==> src/rtl/arbiter_requester_if.sv <==
// Handshake bundle between one round-robin arbiter port's requester agent and its environment.
// master is the requester agent's view; slave is the job source / arbiter side.
interface arbiter_requester_if #(
    parameter int LEN_W = 4
);
    logic             job_valid;
    logic [LEN_W-1:0] job_len;
    logic             job_ready;
    logic             req;
    logic             gnt;
    logic             beat;
    logic             last;
    logic             busy;
    logic             starve_err;

    modport master (
        input  job_valid, job_len, gnt,
        output job_ready, req, beat, last, busy, starve_err
    );

    modport slave (
        output job_valid, job_len, gnt,
        input  job_ready, req, beat, last, busy, starve_err
    );
endinterface

==> src/rtl/arbiter_requester.sv <==
// Requester agent for one port of a 3-way round-robin arbiter: queues jobs, requests, counts granted beats.
// Optional macro WAIT_TIMEOUT_EN adds a sticky starvation flag for long waits in REQ.
module arbiter_requester #(
    parameter int LEN_W      = 4,
    parameter int FIFO_DEPTH = 4,
    parameter int MAX_WAIT   = 15,
    parameter int WAIT_W     = 8
) (
    input  logic                 clk,
    input  logic                 reset,
    arbiter_requester_if.master  bus
);
    localparam int PTR_W = $clog2(FIFO_DEPTH);
    localparam int CNT_W = PTR_W + 1;
    localparam int REM_W = LEN_W + 1;

    typedef enum logic [1:0] {
        S_IDLE    = 2'd0,
        S_REQ     = 2'd1,
        S_XFER    = 2'd2,
        S_RELEASE = 2'd3
    } state_t;

    if ((FIFO_DEPTH < 2) || ((FIFO_DEPTH & (FIFO_DEPTH - 1)) != 0) ||
        (MAX_WAIT >= (1 << WAIT_W))) begin : g_cfg_err
        $error("arbiter_requester: illegal parameter combination");
    end

    state_t           state_r;
    state_t           state_nxt_s;
    logic [LEN_W-1:0] mem_r [FIFO_DEPTH];
    logic [PTR_W-1:0] wr_ptr_r;
    logic [PTR_W-1:0] rd_ptr_r;
    logic [CNT_W-1:0] count_r;
    logic [REM_W-1:0] remaining_r;
    logic [REM_W-1:0] remaining_nxt_s;
    logic             full_s;
    logic             empty_s;
    logic             push_s;
    logic             pop_s;
    logic             beat_s;

    assign full_s  = (count_r == CNT_W'(FIFO_DEPTH));
    assign empty_s = (count_r == CNT_W'(0));
    // A push while full is dropped even if a pop frees a slot in the same cycle.
    assign push_s  = bus.job_valid & ~full_s;

    // Job queue storage and write pointer.
    always_ff @(posedge clk or negedge reset) begin
        if (!reset) begin
            for (int i = 0; i < FIFO_DEPTH; i++) begin
                mem_r[i] <= {LEN_W{1'b0}};
            end
            wr_ptr_r <= {PTR_W{1'b0}};
        end else if (push_s) begin
            mem_r[wr_ptr_r] <= bus.job_len;
            wr_ptr_r        <= wr_ptr_r + PTR_W'(1);
        end else begin
            wr_ptr_r <= wr_ptr_r;
        end
    end

    // Read pointer and occupancy count.
    always_ff @(posedge clk or negedge reset) begin
        if (!reset) begin
            rd_ptr_r <= {PTR_W{1'b0}};
            count_r  <= {CNT_W{1'b0}};
        end else begin
            rd_ptr_r <= pop_s ? (rd_ptr_r + PTR_W'(1)) : rd_ptr_r;
            case ({push_s, pop_s})
                2'b10:   count_r <= count_r + CNT_W'(1);
                2'b01:   count_r <= count_r - CNT_W'(1);
                default: count_r <= count_r;
            endcase
        end
    end

    // Next-state, pop and beat decode.
    always_comb begin
        state_nxt_s     = state_r;
        remaining_nxt_s = remaining_r;
        pop_s           = 1'b0;
        beat_s          = 1'b0;
        case (state_r)
            S_IDLE: begin
                if (!empty_s) begin
                    pop_s           = 1'b1;
                    remaining_nxt_s = {1'b0, mem_r[rd_ptr_r]} + REM_W'(1);
                    state_nxt_s     = S_REQ;
                end else begin
                    state_nxt_s = S_IDLE;
                end
            end
            S_REQ, S_XFER: begin
                if (bus.gnt) begin
                    beat_s          = 1'b1;
                    remaining_nxt_s = remaining_r - REM_W'(1);
                    if (remaining_r == REM_W'(1)) begin
                        state_nxt_s = S_RELEASE;
                    end else begin
                        state_nxt_s = S_XFER;
                    end
                end else begin
                    // Losing the grant mid-job falls back to REQ with the beat count kept.
                    state_nxt_s = S_REQ;
                end
            end
            S_RELEASE: state_nxt_s = S_IDLE;
            default:   state_nxt_s = S_IDLE;
        endcase
    end

    // State and remaining-beat registers.
    always_ff @(posedge clk or negedge reset) begin
        if (!reset) begin
            state_r     <= S_IDLE;
            remaining_r <= {REM_W{1'b0}};
        end else begin
            state_r     <= state_nxt_s;
            remaining_r <= remaining_nxt_s;
        end
    end

    assign bus.job_ready = ~full_s;
    assign bus.req       = (state_r == S_REQ) | (state_r == S_XFER);
    assign bus.beat      = beat_s;
    assign bus.last      = beat_s & (remaining_r == REM_W'(1));
    assign bus.busy      = (state_r != S_IDLE) | ~empty_s;

`ifdef WAIT_TIMEOUT_EN
    logic [WAIT_W-1:0] wait_cnt_r;
    logic              starve_r;

    // Wait counter for ungranted REQ cycles and sticky starvation flag.
    always_ff @(posedge clk or negedge reset) begin
        if (!reset) begin
            wait_cnt_r <= {WAIT_W{1'b0}};
            starve_r   <= 1'b0;
        end else begin
            if (pop_s || ((state_r == S_XFER) && !bus.gnt)) begin
                wait_cnt_r <= {WAIT_W{1'b0}};
            end else if ((state_r == S_REQ) && !bus.gnt && (wait_cnt_r != {WAIT_W{1'b1}})) begin
                wait_cnt_r <= wait_cnt_r + WAIT_W'(1);
            end else begin
                wait_cnt_r <= wait_cnt_r;
            end
            if ((state_r == S_REQ) && !bus.gnt && (wait_cnt_r >= WAIT_W'(MAX_WAIT))) begin
                starve_r <= 1'b1;
            end else begin
                starve_r <= starve_r;
            end
        end
    end

    assign bus.starve_err = starve_r;
`else
    assign bus.starve_err = 1'b0;
`endif
endmodule

==> src/flat_wrapper.sv <==
// flat-port wrapper written by rule: the top's interface ports become plain ports
module arbiter_requester_flat 
#(
    parameter int LEN_W      = 4,
    parameter int FIFO_DEPTH = 4,
    parameter int MAX_WAIT   = 15,
    parameter int WAIT_W     = 8
)
  (clk, reset, bus_job_valid, bus_job_len, bus_gnt, bus_job_ready, bus_req, bus_beat, bus_last, bus_busy, bus_starve_err);
  arbiter_requester_if #(.LEN_W(LEN_W)) bus_i ();
  input  logic clk;
  input  logic reset;
  input wire logic [$bits(bus_i.job_valid)-1:0] bus_job_valid;
  input wire logic [$bits(bus_i.job_len)-1:0] bus_job_len;
  input wire logic [$bits(bus_i.gnt)-1:0] bus_gnt;
  output wire logic [$bits(bus_i.job_ready)-1:0] bus_job_ready;
  output wire logic [$bits(bus_i.req)-1:0] bus_req;
  output wire logic [$bits(bus_i.beat)-1:0] bus_beat;
  output wire logic [$bits(bus_i.last)-1:0] bus_last;
  output wire logic [$bits(bus_i.busy)-1:0] bus_busy;
  output wire logic [$bits(bus_i.starve_err)-1:0] bus_starve_err;
  assign bus_i.job_valid = bus_job_valid;
  assign bus_i.job_len = bus_job_len;
  assign bus_i.gnt = bus_gnt;
  assign bus_job_ready = bus_i.job_ready;
  assign bus_req = bus_i.req;
  assign bus_beat = bus_i.beat;
  assign bus_last = bus_i.last;
  assign bus_busy = bus_i.busy;
  assign bus_starve_err = bus_i.starve_err;
  arbiter_requester #(.LEN_W(LEN_W), .FIFO_DEPTH(FIFO_DEPTH), .MAX_WAIT(MAX_WAIT), .WAIT_W(WAIT_W)) u_core (.clk(clk), .reset(reset), .bus(bus_i));
endmodule
==> config.mk <==
export PLATFORM = sky130hd
export DESIGN_NAME = arbiter_requester_flat
export DESIGN_NICKNAME = d
export VERILOG_FILES = /design/src/rtl/arbiter_requester_if.sv /design/src/rtl/arbiter_requester.sv /design/src/flat_wrapper.sv
export SDC_FILE = /design/constraint.sdc
export NUM_CORES = 1
export LEC_CHECK = 0
export CORE_ASPECT_RATIO = 1.1
export CORE_MARGIN = 1.5
export CORE_UTILIZATION = 48
export CTS_BUF_LIST = sky130_fd_sc_hd__clkbuf_2
export DETAILED_ROUTE_END_ITERATION = 8
export GPL_ROUTABILITY_DRIVEN = 1
export PLACE_DENSITY = 0.69
export REMOVE_ABC_BUFFERS = 1
export SLEW_MARGIN = 20
export SYNTH_ARGS = -nofsm -noshare
export SYNTH_HDL_FRONTEND = slang
export SYNTH_SLANG_ARGS = --single-unit
==> constraint.sdc <==
create_clock -name clk -period 3.6 [get_ports clk]
set_input_delay 0.54 -clock clk [delete_from_list [all_inputs] [get_ports clk]]
set_output_delay 0.54 -clock clk [all_outputs]
set_load 0.05 [all_outputs]
==> run metrics <==
Detailed Place HPWL between 2000 and 2500 µm; CTS tree done; Post-Layout Cell Count about 190; total CTS buffers 5; ranking of synthesized cells by area dfrtp_1 47%, mux2_2 11%, ha_1 7.8%, mux4_2 4.2%, nand2_1 3.3%; initial antenna violation count 0; Synth Flop Type dfrtp_1; total power 1.824 mW; Antenna Cells 0; async set or reset register ratio after synthesis 1.000; Via-to-Cell Ratio ~5.6; setup bufs post-CTS 0; Mapped Cells between 100 and 150; endpoints failing hold 0; Slew headroom 0.6461; Remaining Overflow, GRT 0; P per Cell Area 1023 nW/µm²; hold path endpoint u_core.mem_r[1]; RSZ-0062 raised after global routing no; Die X 58.03 µm; Sink Count 30; most frequent cells after synthesis 30 x dfrtp_1, 16 x mux2_2, 14 x nand2_1; yosys warns 0; vias 1039; Resize count post-CTS 0; Slew @ Worst Pin 528.6 ps; antenna-violating nets left 0; Post-Route Setup TNS 0 ps; first-pass GRT wire length slightly below 5000 µm; clk slew on worst S/H paths roughly 140 ps; Synth Area in Adders 0.09077; H-tree depth 2; mux contribution to synthesized area 0.1776; hold depth 1; worst-skew pair later-pin latency around 360 ps; IO buf count 12; worst r2r path cells 9; DRC Markers 0; vias in the first global route about 1100; Hold Crit Class reg -> reg; Hold-fix buffers, CTS 0; Synth Area in Compound Gates 0.08372; worst hold start u_core.mem_r[1]; crit start category flop; synth unique cells 35; dpl ws 935.9 ps; I/O Pins 14; most common cell in the netlist dfrtp_1; maxcap violations 0; Core ar. 3100 µm²; critical path fanouts, max 3; flops & latches, synth 30; XOR/XNOR share of the synthesized area 0.04382; Final setup viols 0; r2r endpoint u_core.count_r[2]; Post-synth EDFFs 0; final core occ 0.5751; worst setup margin roughly 540 ps; DRT Pass-1 Iters 7; layout cells sized above 1 0.1974; Initial Util 0.5157; Synth Area in Simple Gates 0.08764; Area Overhead vs Synth 11.50%; crit share post-route 0.8487; worst path arrival time ~2500 ps; dpl cells between 150 and 200; crit end category output port; maximum clock frequency roughly 330 MHz; CP required 3060 ps; Max Transition Viols Final 0; r2r setup slk between 1500 and 2000 ps; Clock Root Buffer clkbuf_2; Rows 21; initial DRC count 38; main combinational cell family by area after synthesis multiplexers; WL per Instance about 15 µm; synthesized area approximately 1600 µm²; Nets 170; GRT Total Usage 0.1735; drt total wl about 2700 µm; Crit Path Category reg -> out; Worst IR Drop VDD slightly below 0.4 mV; Worst Clk Skew between 20 and 25 ps; Seq/Total Area, Yosys 0.4695; Reg2Reg Launch Point u_core.state_r[1]; area share of the largest cell type after synthesis 0.4695; post-synth top area cell dfrtp_1; largest net degree at the start of global routing 31; average cell area after synthesis between 10 and 15 µm²; GPL Wtd Cong about 0.77; Clock Path Buffers 2; outcome finished clean; Die H about 64 µm; crit path time final 3055 ps; die area 3687 µm²; leakage power slightly below 0.8 nW
flip-flops by register name (all words and copies together), names as in the netlist:
signal,flops
u_core.rd_ptr_r,2
u_core.remaining_r,5
u_core.mem_r,16
u_core.wr_ptr_r,2
u_core.count_r,3
u_core.state_r,2
layout make-up:
cell class / count / area [µm²]
multi-input combinational: 88 / 777.0
inverter: 13 / 48.80
timing repair buffer: 13 / 127.6
clock buffer: 5 / 25.02
fill: 270 / 1318
sequential: 30 / 750.7
clock inverter: 3 / 11.26
tap: 34 / 42.54
placed cells by master (no fill, tap or decap):
cell / n
conb_1: 1
o211ai_1: 2
or4b_4: 1
clkdlybuf4s50_1: 12
a21boi_2: 1
mux4_2: 3
nand2b_1: 1
o31a_1: 1
buf_4: 1
a21oi_1: 1
mux2_2: 16
nand2_1: 14
mux2i_1: 1
o311ai_1: 2
o31ai_1: 1
inv_1: 13
o31a_2: 1
o21ai_0: 5
o211a_2: 1
dfrtp_1: 30
ha_1: 10
nand4_1: 1
a31oi_1: 1
fa_1: 1
or3_1: 1
nor2_1: 4
a2bb2oi_1: 1
clkinv_1: 3
o221ai_1: 1
nor3_1: 2
mux4_1: 1
or4b_2: 1
xnor2_1: 3
xor2_1: 5
clkbuf_2: 5
nand3_1: 4
worst max-delay path: stages, from the launching register on:
cell	delay, ps
dfrtp_1	400
inv_1	90
ha_1	160
or4b_2	610
nor2_1	120
clkdlybuf4s50_1	810
logic make-up after synthesis:
| group | count (synthesis) |
|---|---|
| other cells | 1 |
| mux | 21 |
| simple gates | 29 |
| flops | 30 |
| xor+xnor | 8 |
| fa+ha+maj | 11 |
| compound gates | 18 |
| buf+inv | 16 |
power breakdown:
group / switching, mW / leakage (nW) / internal [mW]
Clock: 0.109 / 0.0255 / 0.0414
Sequential: 0.140 / 0.358 / 0.516
Combinational: 0.537 / 0.412 / 0.481
Total: 0.786 / 0.796 / 1.04
worst max path at each step:
stage               cells after the start                  start        to  slack, ps
CTS                                     5  u_core.remaining_r[1]  bus_last        540
global route                            5  u_core.remaining_r[1]  bus_last        460
finish                                  5  u_core.remaining_r[1]  bus_last        540
floorplan                               4      u_core.state_r[0]  bus_last       1080
global placement                        5  u_core.remaining_r[1]  bus_last       1000
detailed placement                      5  u_core.remaining_r[1]  bus_last        940
metrics by stage:
stage / hold slack [ps] / instance area [µm²]
after floorplan: 244.4 / 1577
after global placement: 480.1 / 1747
after detailed placement: 493.7 / 1747
after CTS: 528.2 / 1783
after global routing: 544.0 / 1783
final: 520.4 / 1783
routing by layer:
metal | vias up | wire length (µm) | track usage
met5 | - | 0 | 0
met2 | 19 | 1339 | 0.2912
li1 | 507 | - | -
met3 | 7 | 93 | 0.03901
met1 | 506 | 1223 | 0.2059
met4 | 0 | 52 | 0.08430
Note: power is estimated with default switching activity, not from simulation.
